<file path="src/rtl/window_fetcher_frame_scheduler.sv">
// ---------------------------------------------------------------------------
// window_fetcher_frame_scheduler
//
// Time-shares one window_fetcher between NUM_REQ pixel-stream requesters,
// one whole frame at a time. A round-robin arbiter picks the next requester
// in IDLE. Its pixels are forwarded with raster col/row tags in STREAM. The
// grant is then held in DRAIN until the fetcher reports the frame's last
// window, so two frames never share the fetcher's line buffers.
//
// Optional feature (compile-time macro WF_SCHED_TIMEOUT_EN):
//   When defined, a DRAIN watchdog abandons the drain after DRAIN_TIMEOUT
//   cycles and raises the sticky timeout_o flag. When undefined, DRAIN waits
//   for the last window indefinitely and timeout_o is tied low.
//
// Ports:
//   clk_i          clock
//   rst_i          synchronous active-high reset
//   req_data_i     packed requester pixels, requester n at [n*DATA_WIDTH +: DATA_WIDTH]
//   req_valid_i    per-requester pixel valid
//   req_ready_o    per-requester pixel accept (only the granted one, in STREAM)
//   fetch_data_o   pixel to window_fetcher data_i
//   fetch_col_o    column tag to window_fetcher col_i
//   fetch_row_o    row tag to window_fetcher row_i
//   fetch_valid_o  valid to window_fetcher valid_i
//   fetch_col_i    window column from window_fetcher col_o
//   fetch_row_i    window row from window_fetcher row_o
//   fetch_valid_i  window valid from window_fetcher valid_o
//   grant_o        current or most recent owner, for tagging windows downstream
//   busy_o         high while a frame is streaming or draining
//   frame_done_o   one-cycle pulse after the frame's last window is seen
//   timeout_o      sticky drain-watchdog flag
// ---------------------------------------------------------------------------
module window_fetcher_frame_scheduler #(
  parameter int DATA_WIDTH    = 8,
  parameter int IMAGE_WIDTH   = 5,
  parameter int IMAGE_HEIGHT  = 5,
  parameter int NUM_REQ       = 2,
  parameter int DRAIN_TIMEOUT = 1024,
  localparam int COL_W   = $clog2(IMAGE_WIDTH),
  localparam int ROW_W   = $clog2(IMAGE_HEIGHT),
  localparam int GRANT_W = (NUM_REQ > 1) ? $clog2(NUM_REQ) : 1
) (
  input  logic                          clk_i,
  input  logic                          rst_i,
  input  logic [NUM_REQ*DATA_WIDTH-1:0] req_data_i,
  input  logic [NUM_REQ-1:0]            req_valid_i,
  output logic [NUM_REQ-1:0]            req_ready_o,
  output logic [DATA_WIDTH-1:0]         fetch_data_o,
  output logic [COL_W-1:0]              fetch_col_o,
  output logic [ROW_W-1:0]              fetch_row_o,
  output logic                          fetch_valid_o,
  input  logic [COL_W-1:0]              fetch_col_i,
  input  logic [ROW_W-1:0]              fetch_row_i,
  input  logic                          fetch_valid_i,
  output logic [GRANT_W-1:0]            grant_o,
  output logic                          busy_o,
  output logic                          frame_done_o,
  output logic                          timeout_o
);

  localparam logic [1:0] ST_IDLE   = 2'd0;
  localparam logic [1:0] ST_STREAM = 2'd1;
  localparam logic [1:0] ST_DRAIN  = 2'd2;

  logic [1:0]            state;
  logic [GRANT_W-1:0]    last;
  logic [COL_W-1:0]      col;
  logic [ROW_W-1:0]      row;

  logic                  pick_found;
  logic [GRANT_W-1:0]    pick_idx;
  logic                  accept;
  logic                  col_last;
  logic                  row_last;
  logic                  drain_match;
  logic                  drain_expire;
  logic [DATA_WIDTH-1:0] pixel;

  // Round-robin scan starting just after the previous owner, wrapping around.
  always_comb begin
    // NOTE: every always_comb output gets a default first, so no path can
    // leave it unassigned and infer a latch.
    pick_found = 1'b0;
    pick_idx   = '0;
    for (int i = 0; i < NUM_REQ; i++) begin
      if (!pick_found && req_valid_i[(int'(last) + 1 + i) % NUM_REQ]) begin
        pick_found = 1'b1;
        pick_idx   = GRANT_W'((int'(last) + 1 + i) % NUM_REQ);
      end
    end
  end

  always_comb begin
    req_ready_o = '0;
    if (state == ST_STREAM) req_ready_o[grant_o] = 1'b1;
  end

  assign accept      = (state == ST_STREAM) && req_valid_i[grant_o];
  assign pixel       = req_data_i[grant_o*DATA_WIDTH +: DATA_WIDTH];
  assign col_last    = (col == COL_W'(IMAGE_WIDTH - 1));
  assign row_last    = (row == ROW_W'(IMAGE_HEIGHT - 1));
  assign drain_match = fetch_valid_i
                    && (fetch_col_i == COL_W'(IMAGE_WIDTH - 1))
                    && (fetch_row_i == ROW_W'(IMAGE_HEIGHT - 1));
  assign busy_o      = (state != ST_IDLE);

`ifdef WF_SCHED_TIMEOUT_EN
  localparam int TO_W = $clog2(DRAIN_TIMEOUT + 1);

  logic [TO_W-1:0] drain_cnt;

  // The counter sits at zero outside DRAIN, so the first DRAIN cycle counts 0
  // and the watchdog fires on the DRAIN_TIMEOUT-th cycle without a match.
  assign drain_expire = (state == ST_DRAIN) && !drain_match
                     && (drain_cnt == TO_W'(DRAIN_TIMEOUT - 1));

  always_ff @(posedge clk_i) begin
    if (rst_i) begin
      drain_cnt <= '0;
      timeout_o <= 1'b0;
    end else begin
      if (state == ST_DRAIN) drain_cnt <= drain_cnt + 1'b1;
      else                   drain_cnt <= '0;
      if (drain_expire) timeout_o <= 1'b1;
    end
  end
`else
  assign drain_expire = 1'b0;
  // Watchdog compiled out: DRAIN_TIMEOUT has no effect and the flag never rises.
  assign timeout_o    = (DRAIN_TIMEOUT < 0);
`endif

  always_ff @(posedge clk_i) begin
    if (rst_i) begin
      state         <= ST_IDLE;
      grant_o       <= '0;
      last          <= GRANT_W'(NUM_REQ - 1);
      col           <= '0;
      row           <= '0;
      fetch_data_o  <= '0;
      fetch_col_o   <= '0;
      fetch_row_o   <= '0;
      fetch_valid_o <= 1'b0;
      frame_done_o  <= 1'b0;
    end else begin
      // NOTE: state registers use non-blocking assignments so every flop
      // samples pre-edge values regardless of statement order.
      fetch_valid_o <= 1'b0;
      frame_done_o  <= 1'b0;
      case (state)
        ST_IDLE: begin
          if (pick_found) begin
            grant_o <= pick_idx;
            last    <= pick_idx;
            state   <= ST_STREAM;
          end
        end
        ST_STREAM: begin
          if (accept) begin
            fetch_valid_o <= 1'b1;
            fetch_data_o  <= pixel;
            fetch_col_o   <= col;
            fetch_row_o   <= row;
            if (col_last) begin
              col <= '0;
              if (row_last) begin
                row   <= '0;
                state <= ST_DRAIN;
              end else begin
                row <= row + 1'b1;
              end
            end else begin
              col <= col + 1'b1;
            end
          end
        end
        ST_DRAIN: begin
          if (drain_match) begin
            frame_done_o <= 1'b1;
            state        <= ST_IDLE;
          end else if (drain_expire) begin
            // Abandon the drain silently; the pointer already moved at grant.
            state <= ST_IDLE;
          end
        end
        default: state <= ST_IDLE;
      endcase
    end
  end

endmodule

</file>
<file path="config.mk">
export PLATFORM = sky130hd
export DESIGN_NAME = window_fetcher_frame_scheduler
export DESIGN_NICKNAME = d
export VERILOG_FILES = /design/src/rtl/window_fetcher_frame_scheduler.sv
export SDC_FILE = /design/constraint.sdc
export NUM_CORES = 1
export LEC_CHECK = 0
export BUFFER_PORTS_ARGS = -buffer_cell sky130_fd_sc_hd__buf_4
export CORE_ASPECT_RATIO = 0.7
export CORE_MARGIN = 1.5
export CORE_UTILIZATION = 43
export DETAILED_ROUTE_END_ITERATION = 8
export PLACE_DENSITY = 0.81
export SLEW_MARGIN = 0
export SYNTH_ARGS = -nofsm -noshare
export SYNTH_HDL_FRONTEND = slang
export SYNTH_SLANG_ARGS = --single-unit
</file>
<file path="constraint.sdc">
create_clock -name clk_i -period 1.4 [get_ports clk_i]
set_input_delay 0.28 -clock clk_i [delete_from_list [all_inputs] [get_ports clk_i]]
set_output_delay 0.28 -clock clk_i [all_outputs]
set_load 0.02 [all_outputs]
</file>
==> results of run 1 <==
==> synthesized netlist by cell type <==
cell type / n / share of area
nand4b_1: 1 / 0.0072
nand4_1: 4 / 0.021
or3b_2: 1 / 0.0072
conb_1: 1 / 0.0031
a21oi_1: 20 / 0.082
a41oi_1: 1 / 0.0072
nand3_1: 7 / 0.029
a31oi_1: 1 / 0.0051
ha_1: 4 / 0.041
nor3_1: 5 / 0.021
nand2_1: 4 / 0.012
a211oi_1: 8 / 0.049
nor2_1: 5 / 0.015
nand2b_1: 1 / 0.0051
a41o_1: 1 / 0.0082
a32oi_1: 1 / 0.0072
nor4bb_1: 1 / 0.0082
dfxtp_1: 26 / 0.43
and2b_1: 1 / 0.0062
mux2_4: 1 / 0.012
buf_4: 2 / 0.012
inv_1: 6 / 0.018
clkbuf_1: 5 / 0.015
mux2i_1: 9 / 0.074
and2_1: 2 / 0.010
buf_2: 4 / 0.016
nor2b_1: 1 / 0.0051
o211ai_1: 1 / 0.0062
a32o_1: 1 / 0.0082
o21ai_0: 13 / 0.053
nor3b_1: 1 / 0.0062
==> cells by family after synthesis <==
family | after synthesis | synth area share
muxes | 10 | 0.08624
buffers and inverters | 17 | 0.06263
and+or+nand+nor | 34 | 0.1530
AOI/OAI and AO/OA | 47 | 0.2269
other | 1 | 0.003077
DFF | 26 | 0.4271
adders and majority gates | 4 | 0.04107
==> per-layer routing <==
metal  wire [µm]  vias to the layer above  global-route usage
met4          34                        0             0.08571
li1            -                      617                   -
met1        1519                      596              0.2712
met3         213                        5             0.04235
met2        1772                       56              0.4140
met5           0                        -                   0
==> worst max-delay path by stage <==
stage	to	slack, ns	cells after the start	start
3_3_place_gp	state[1]$_SDFFE_PP0P_	0.07	5	col[1]$_SDFFE_PP0P_
5_1_grt	req_ready_o[1]	-0.1	3	grant_o$_SDFFE_PP0P_
3_5_place_dp	state[1]$_SDFFE_PP0P_	0.006	5	col[1]$_SDFFE_PP0P_
2_1_floorplan	state[1]$_SDFFE_PP0P_	0.003	5	col[0]$_SDFFE_PP0P_
6_report	req_ready_o[1]	-0.06	3	state[1]$_SDFFE_PP0P_
4_1_cts	req_ready_o[1]	-0.04	3	state[1]$_SDFFE_PP0P_
==> flip-flops by register name, indices dropped and copies added, names as in the netlist <==
register       flops
fetch_data_o       8
col                3
fetch_col_o        3
fetch_row_o        3
row                3
state              2
fetch_valid_o      1
frame_done_o       1
grant_o            1
last               1
==> area by class of cell <==
class	instances	area [µm²]	share of cell area
Multi-Input combinational cell	96	660.6	0.3654
Sequential cell	26	531.8	0.2941
Timing Repair Buffer	63	495.5	0.2740
Clock buffer	4	55.05	0.03045
Tap cell	34	42.54	0.02353
Inverter	6	22.52	0.01246
==> metrics by stage <==
step	power, mW	setup WS, ns	utilization	instances	area (µm²)
after floorplan	1.155	0.002828	-	139	1220
after global placement	1.365	0.07014	0.6336	218	1629
after detailed placement	1.389	0.006280	0.6336	218	1629
after CTS	1.931	-0.03627	0.6769	224	1740
after global routing	2.098	-0.09641	0.7032	229	1808
final	2.017	-0.05850	0.7032	229	1808
==> worst max-delay path, stage by stage, from the launching register on <==
cell     delay (ns)
dfxtp_4        0.38
and2b_2        0.25
and2_4         0.16
buf_6          0.12
==> power by group through the flow <==
stage / clock, mW / combinational (mW) / sequential [mW]
finish: 0.489 / 0.680 / 0.849
global route: 0.522 / 0.720 / 0.857
CTS: 0.499 / 0.591 / 0.840
detailed placement: 0 / 0.540 / 0.850
global placement: 0 / 0.518 / 0.847
floorplan: 0 / 0.269 / 0.886
==> timing repair <==
| action | 4_1_cts | 5_1_grt |
|---|---|---|
| setup buffers | 2 | 5 |
| resized for setup | 14 | 9 |
| pin swaps | 0 | 4 |
| gates cloned | 0 | 0 |
| setup endpoints to repair | 3 | 10 |
==> impl_metrics.csv, run 1 <==
group,metric,value,unit
placement,place_hpwl,2.367,mm
synthesis,yosys_warnings,0,
die,rows,15,
clock_tree,cts-root-buf,"clkbuf_8",
power,power_frac_seq,0.421,
status,violations,"setup timing",
drt,drc,0,
die,io_pins,48,
power,leakagePower,0.7485,nW
setup_path,arrival,1.18,ns
global_routing,grt_pass1_wl,5.306,mm
clock_tree,numCtsBuffers,3,
min_path,holdPathEnd,"frame_done_o$_SDFF_PP0_",
die,die_width,66.63,µm
min_path,hold_class,"input pin to flip-flop",
final_layout,fin_nets,227,
global_routing,antenna_found_initial,0,
die,dieHeight,47.54,µm
timing,tightest_slew,0.5707,ns
final_layout,drive_gt1_frac,0.4205,
min_path,min-delay-start,"fetch_col_i[2]",
timing,whs,0.2911,ns
timing,worst_clock_skew,0.004181,ns
drt,detail-route-antenna-nets,0,
final_layout,diodes,0,
synthesis,avgSynthCellArea,8.767,µm²
power,comb_power_share,0.337,
drt,avgRoutedWirePerCell,15.45,µm
synthesis,synthCells,139,
clock_tree,htree_levels,1,
drt,vias_per_cell,5.563,
setup_path,cp.required,1.12,ns
clock_tree,clk_path_buf_depth,2,
timing,finalSetupViolCount,2,
synthesis,syn-num-nets,170,
power,switchingPower,0.6348,mW
clock_tree,cts_sinks,26,
synthesis,synth_seq_cells,26,
power,p_int,1.382,mW
placement,numPortBuffers,46,
timing,fin_crit,1.458,ns
setup_path,reg2reg_slack,0.06,ns
die,initial_utilization,0.4740,
power,pwr_density_cell,1116,nW/µm²
timing,rsz0062_at_grt,"true",
drt,drt_first_pass_iters,4,
global_routing,grt.total_usage,0.2253,
synthesis,yosysUniqueCellTypes,31,
setup_path,crit_fanout,5,
final_layout,n_fill_cell,210,
job,maxCapViolations,0,
synthesis,ys_seq_area_frac,0.4271,
clock_tree,clk_latency,0.27,ns
die,core_area,2571,µm²
drt,routed_wl,3.539,mm
setup_path,regToRegEndpoint,"state[1]$_SDFFE_PP0P_",
die,dieArea,3168,µm²
drt,drt_iter0_drc,161,
clock_tree,hold_buffers,0,
timing,fin_ws,-0.05850,ns
timing,fin_crit_sh,1.042,
timing,finalMaxSlewViolations,0,
clock_tree,cts_tree,"built",
global_routing,grt_pass1_vias,1157,
setup_path,cp-start-kind,"flip-flop",
timing,hold_violations,0,
status,status,"complete, but fails checks",
power,vdd_drop_max,651.3,µV
drt,vias,1274,
final_layout,mostFrequentLayoutCell,"buf_4",
setup_path,reg2reg_from,"grant_o$_SDFFE_PP0P_",
timing,setup_tns,-0.06714,ns
setup_path,critical_path_class,"flip-flop to primary output",
timing,slew_headroom,0.6181,
timing,max_freq,685.6,MHz
power,switching_share,0.3147,
synthesis,synth_area,1219,µm²
clock_tree,clk_pin_slew,0.08,ns
final_layout,syn_to_final_growth,48.36,%
final_layout,layout_common_cells,"57 x buf_4, 21 x dfxtp_1, 20 x a21oi_1",
global_routing,grt_max_degree,26,
global_routing,overflow,0,
min_path,whs_path_depth,3,
placement,place_congestion,0.7511,
power,clkPwrFrac,0.242,
setup_path,reg2reg_depth,3,
setup_path,cp-end-kind,"primary output",
(Power assumes the default switching activity.)
==> inputs of run 2 (changes only) <==
- clock period: 1.4 -> 1.2 ns (I/O delays scaled with it)
==> run 2 against run 1 <==
Highest routed layer unchanged. Flip-flop and latch count is the same. Critical path type is now flip-flop to flip-flop. Design area rose by 10%. Count of clock-buffer cells in the layout unchanged. The run still ends with setup timing left.
==> impl_metrics.csv, run 2 (synthesis gave the netlist of run 1 again) <==
group,metric,value,unit
timing,finalMaxSlewViolations,0,
final_layout,fin_nets,241,
timing,worst_clock_skew,0.001725,ns
setup_path,crit_fanout,4,
clock_tree,hold_buffers,0,
setup_path,path_cells,"mux2_4 -> a41o_1 -> a32o_1",
timing,rsz0062_at_grt,"true",
global_routing,grt_pass1_wl,6.175,mm
drt,detail-route-antenna-nets,0,
timing,fin_crit,1.360,ns
drt,wl_met2,2.123,mm
setup_path,critPathSlowestCell,"dfxtp_4",
setup_path,cp-start-kind,"flip-flop",
clock_tree,numCtsBuffers,3,
clock_tree,htree_levels,1,
drt,vias,1450,
clock_tree,clk_pin_slew,0.09,ns
global_routing,grt.total_usage,0.2674,
drt,routed_wl,4.486,mm
final_layout,utilization,0.7742,
final_layout,drive_gt1_frac,0.5072,
power,p_total,2.429,mW
setup_path,critical_path_class,"flip-flop to flip-flop",
die,initial_utilization,0.4740,
placement,place_hpwl,2.528,mm
global_routing,grt_max_degree,26,
final_layout,mostFrequentLayoutCell,"buf_4",
drt,drc,0,
timing,fin_ws,-0.1599,ns
placement,numPortBuffers,46,
clock_tree,clk_path_buf_depth,2,
placement,post-place-ws,-0.1112,ns
min_path,hold_class,"input pin to flip-flop",
clock_tree,cts_sinks,26,
drt,drt_iter0_drc,174,
timing,fin_crit_sh,1.133,
power,leakagePower,0.8339,nW
drt,routed.top_layer,"met4",
final_layout,top_register,"fetch_data_o",
drt,wl_met3,437,µm
final_layout,largest_reg_flops,8,
final_layout,layout_common_cells,"66 x buf_4, 21 x dfxtp_1, 15 x a21oi_1",
clock_tree,clk_latency,0.27,ns
setup_path,cp-end-kind,"flip-flop",
timing,max_freq,735.4,MHz
setup_path,arrival,1.53,ns
timing,hold_violations,0,
final_layout,postLayoutCellArea,1991,µm²
die,dieArea,3168,µm²
setup_path,worstPathBufferInverterCount,0,
drt,drt_first_pass_iters,4,
job,maxCapViolations,0,
setup_path,slowest_delay,0.39,ns
setup_path,cp.required,1.37,ns
die,dieHeight,47.54,µm
status,status,"complete, but fails checks",
die,core_area,2571,µm²
die,rows,15,
clock_tree,cts_tree,"built",
timing,finalSetupViolCount,26,
clock_tree,cts-root-buf,"clkbuf_8",
status,violations,"setup timing",
drt,met1Wirelength,1.727,mm
power,vdd_drop_max,867.5,µV
setup_path,critPathTopFamily,"compound AO/OA/AOI/OAI gates",
final_layout,diodes,0,
final_layout,n_fill_cell,163,
die,die_width,66.63,µm
final_layout,regArea,534.3,µm²
final_layout,syn_to_final_growth,63.35,%
placement,place_congestion,0.7723,
die,io_pins,48,
global_routing,antenna_found_initial,0,
power,pwr_density_cell,1220,nW/µm²
global_routing,overflow,0,
drt,vias_per_cell,5.967,
final_layout,multi_input_area,719.4,µm²
placement,dpl_cell_area,1688,µm²
global_routing,grt_pass1_vias,1291,
drt,avgRoutedWirePerCell,18.46,µm
run 2: cell types whose count changed in the layout (fill, tap and decap cells not counted), moves of 2 or more:
cell     before  now
buf_8         0    3
o21ai_1       0    2
a21oi_1      20   15
buf_4        57   66
a21oi_2       0    5
o21ai_0      13   11
run 2: stage by stage:
stage / setup TNS [ns] / std cells / hold slack (ns)
after floorplan: -0.09827 / 139 / 0.3952
after global placement: -0.06504 / 224 / 0.4651
after detailed placement: -1.130 / 224 / 0.4687
after CTS: -1.258 / 235 / 0.2618
after global routing: -2.380 / 243 / 0.2944
final: -1.741 / 243 / 0.2758
run 2: layout make-up:
| type | count | area share |
|---|---|---|
| multi-input cells | 96 | 0.3614 |
| repair buffers | 77 | 0.3149 |
| flip-flops and latches | 26 | 0.2684 |
| clock buffers | 4 | 0.02263 |
| well taps | 34 | 0.02137 |
| inverters | 6 | 0.01131 |
run 2: path summary, 6_finish.rpt:
kind | from | end | slack [ns] | cells after the start
max | grant_o$_SDFFE_PP0P_ | state[1]$_SDFFE_PP0P_ | -0.16 | 3
min | fetch_col_i[2] | frame_done_o$_SDFF_PP0_ | 0.28 | 3
max reg2reg | grant_o$_SDFFE_PP0P_ | state[1]$_SDFFE_PP0P_ | -0.16 | 3
min reg2reg | fetch_row_o[1]$_SDFFE_PP0P_ | fetch_row_o[1]$_SDFFE_PP0P_ | 0.50 | 2
run 2: power breakdown:
part	total, mW	leakage, nW	internal (mW)	switching, mW
combinational	0.925	0.597	0.465	0.460
sequential	0.998	0.214	0.931	0.0664
clock	0.506	0.0228	0.238	0.269
run 2: what timing repair did:
item | CTS | global route
endpoints found under the setup margin | 20 | 28
gates cloned | 2 | 0
buffers inserted | 5 | 9
resized for setup | 25 | 17
pin swaps | 9 | 6
run 2: worst reg2reg max path: cells and delay by family, from the launching register on:
family          cells  cell delay (ns)
flops               1             0.39
mux                 1             0.35
compound gates      2             0.51
run 2: metal layers:
layer  global-route usage  vias up
met5                    0        -
met3              0.05882       25
met2               0.4760      104
li1                     -      645
met4               0.1143        0
met1               0.3233      676
==> inputs of run 3 (changes only) <==
- SETUP_SLACK_MARGIN: default -> 0.15
==> run 3 against run 2 <==
The flow still finishes with violations (setup timing). Via count increased by 3.2%. Combinational power increased by 30%. Register-to-register slack got worse by 0.096 ns. Clock power increased by 32%. Largest cell class unchanged. Worst hold slack got worse by 0.049 ns. Critical path depth increased by 3. Global-route usage increased by 0.70 points. Critical endpoint is now fetch_data_o[0]$_SDFFE_PP0P_. Sequential share of layout area decreased by 2.8 points. Flip-flop and latch count unchanged.
==> impl_metrics.csv, run 3 (synthesis gave the netlist of run 1 again) <==
group,metric,value,unit
setup_path,arrival,1.63,ns
power,pwr_density_cell,1266,nW/µm²
clock_tree,clk_latency,0.29,ns
die,dieArea,3168,µm²
final_layout,n_fill_cell,129,
timing,hold_violations,0,
die,initial_utilization,0.4740,
clock_tree,cts-root-buf,"clkbuf_8",
global_routing,grt_pass1_vias,1349,
setup_path,regToRegEndpoint,"fetch_data_o[0]$_SDFFE_PP0P_",
final_layout,multi_input_area,855.8,µm²
die,core_area,2571,µm²
drt,drt_first_pass_iters,4,
job,maxCapViolations,0,
placement,post-place-ws,-0.09647,ns
drt,drc,0,
die,die_width,66.63,µm
clock_tree,hold_buffers,0,
min_path,min-delay-start,"fetch_col_i[2]",
timing,rsz0062_at_grt,"true",
status,status,"complete, but fails checks",
final_layout,finalNonFillerCells,248,
global_routing,overflow,0,
final_layout,regArea,544.3,µm²
min_path,hold_class,"input pin to flip-flop",
timing,worst_clock_skew,0.004958,ns
setup_path,crit_fanout,7,
setup_path,reg2reg_from,"state[1]$_SDFFE_PP0P_",
placement,numPortBuffers,46,
final_layout,fin_nets,246,
timing,finalSetupViolCount,28,
final_layout,largest_reg_flops,8,
global_routing,grt.total_usage,0.2744,
status,violations,"setup timing",
setup_path,critical_path_class,"flip-flop to flip-flop",
placement,post-place-cells,227,
final_layout,mostFrequentLayoutCell,"buf_4",
final_layout,utilization,0.8818,
min_path,holdPathEnd,"frame_done_o$_SDFF_PP0_",
drt,routed_wl,5.368,mm
clock_tree,clk_pin_slew,0.09,ns
timing,fin_crit,1.456,ns
global_routing,antenna_found_initial,0,
die,dieHeight,47.54,µm
setup_path,cp-start-kind,"flip-flop",
min_path,whs_path_depth,3,
setup_path,reg2reg_slack,-0.26,ns
global_routing,grt_pass1_wl,6.258,mm
final_layout,diodes,0,
setup_path,cp.required,1.38,ns
timing,fin_ws,-0.2557,ns
clock_tree,cts_sinks,26,
power,vdd_drop_max,1182,µV
clock_tree,cts_tree,"built",
clock_tree,clk_path_buf_depth,2,
global_routing,grt_max_degree,26,
final_layout,syn_to_final_growth,86.04,%
clock_tree,htree_levels,1,
setup_path,cp-end-kind,"flip-flop",
clock_tree,numCtsBuffers,3,
drt,vias_per_cell,6.032,
die,rows,15,
timing,setup_tns,-3.889,ns
drt,detail-route-antenna-nets,0,
power,leakagePower,0.9160,nW
setup_path,reg2reg_depth,6,
timing,fin_crit_sh,1.213,
final_layout,postLayoutCellArea,2267,µm²
final_layout,top_register,"fetch_data_o",
drt,vias,1496,
placement,place_hpwl,2.484,mm
drt,avgRoutedWirePerCell,21.65,µm
placement,dpl_cell_area,1719,µm²
timing,finalMaxSlewViolations,0,
final_layout,layout_common_cells,"60 x buf_4, 16 x buf_6, 13 x dfxtp_1",
drt,drt_iter0_drc,111,
final_layout,drive_gt1_frac,0.6682,
die,io_pins,48,
timing,max_freq,687.0,MHz
placement,place_congestion,0.7976,
-- run 3: cell count changes in the layout (fill, tap and decap cells not counted), sizes merged --
cell / previous run / this run
buf: 76 / 81
-- run 3: cell type report --
| cell class | count | share of cell area |
|---|---|---|
| well taps | 34 | 0.01876 |
| repair buffers | 82 | 0.3245 |
| inverters | 6 | 0.009934 |
| flip-flops and latches | 26 | 0.2401 |
| clock buffers | 4 | 0.02925 |
| multi-input cells | 96 | 0.3775 |
-- run 3: timing repair --
action / CTS / global route
gates resized for setup: 59 / 40
setup endpoints to repair: 27 / 37
setup buffers: 5 / 9
hold endpoints to repair: 0 / 0
pin swaps: 22 / 20
gates cloned: 2 / 1
-- run 3: worst max path at each step --
stage	startpoint	endpoint	slack, ns	cells after the start
after detailed placement	state[1]$_SDFFE_PP0P_	fetch_data_o[6]$_SDFFE_PP0P_	-0.1	3
after global placement	grant_o$_SDFFE_PP0P_	state[1]$_SDFFE_PP0P_	-0.04	3
after CTS	state[1]$_SDFFE_PP0P_	req_ready_o[0]	-0.20	4
after global routing	state[1]$_SDFFE_PP0P_	fetch_data_o[0]$_SDFFE_PP0P_	-0.26	6
final	state[1]$_SDFFE_PP0P_	fetch_data_o[0]$_SDFFE_PP0P_	-0.26	6
after floorplan	grant_o$_SDFFE_PP0P_	state[1]$_SDFFE_PP0P_	-0.06	3
-- run 3: power by group --
group,internal [mW],switching (mW)
clock,0.364,0.305
sequential,0.936,0.0666
combinational,0.613,0.586
-- run 3: worst max-delay path, stage by stage (launching register included) --
cell and delay, ns:
dfxtp_4 0.36, and2b_2 0.26, buf_4 0.12, buf_6 0.12
buf_8 0.15, a21oi_2 0.07, a211oi_1 0.26
-- run 3: per-layer routing --
| layer | global-route usage | up-vias | share of wire |
|---|---|---|---|
| li1 | - | 659 | - |
| met1 | 0.3271 | 709 | 0.37 |
| met2 | 0.4960 | 110 | 0.50 |
| met3 | 0.06824 | 18 | 0.10 |
| met4 | 0.1020 | 0 | 0.030 |
| met5 | 0 | - | 0 |
-- run 3: per-stage QoR --
step                      power, mW  hold WS (ns)
after floorplan               1.379        0.3952
after global placement        1.653        0.4654
after detailed placement      1.682        0.4665
after CTS                     2.574        0.2370
after global routing          2.952        0.2399
final                         2.871        0.2273
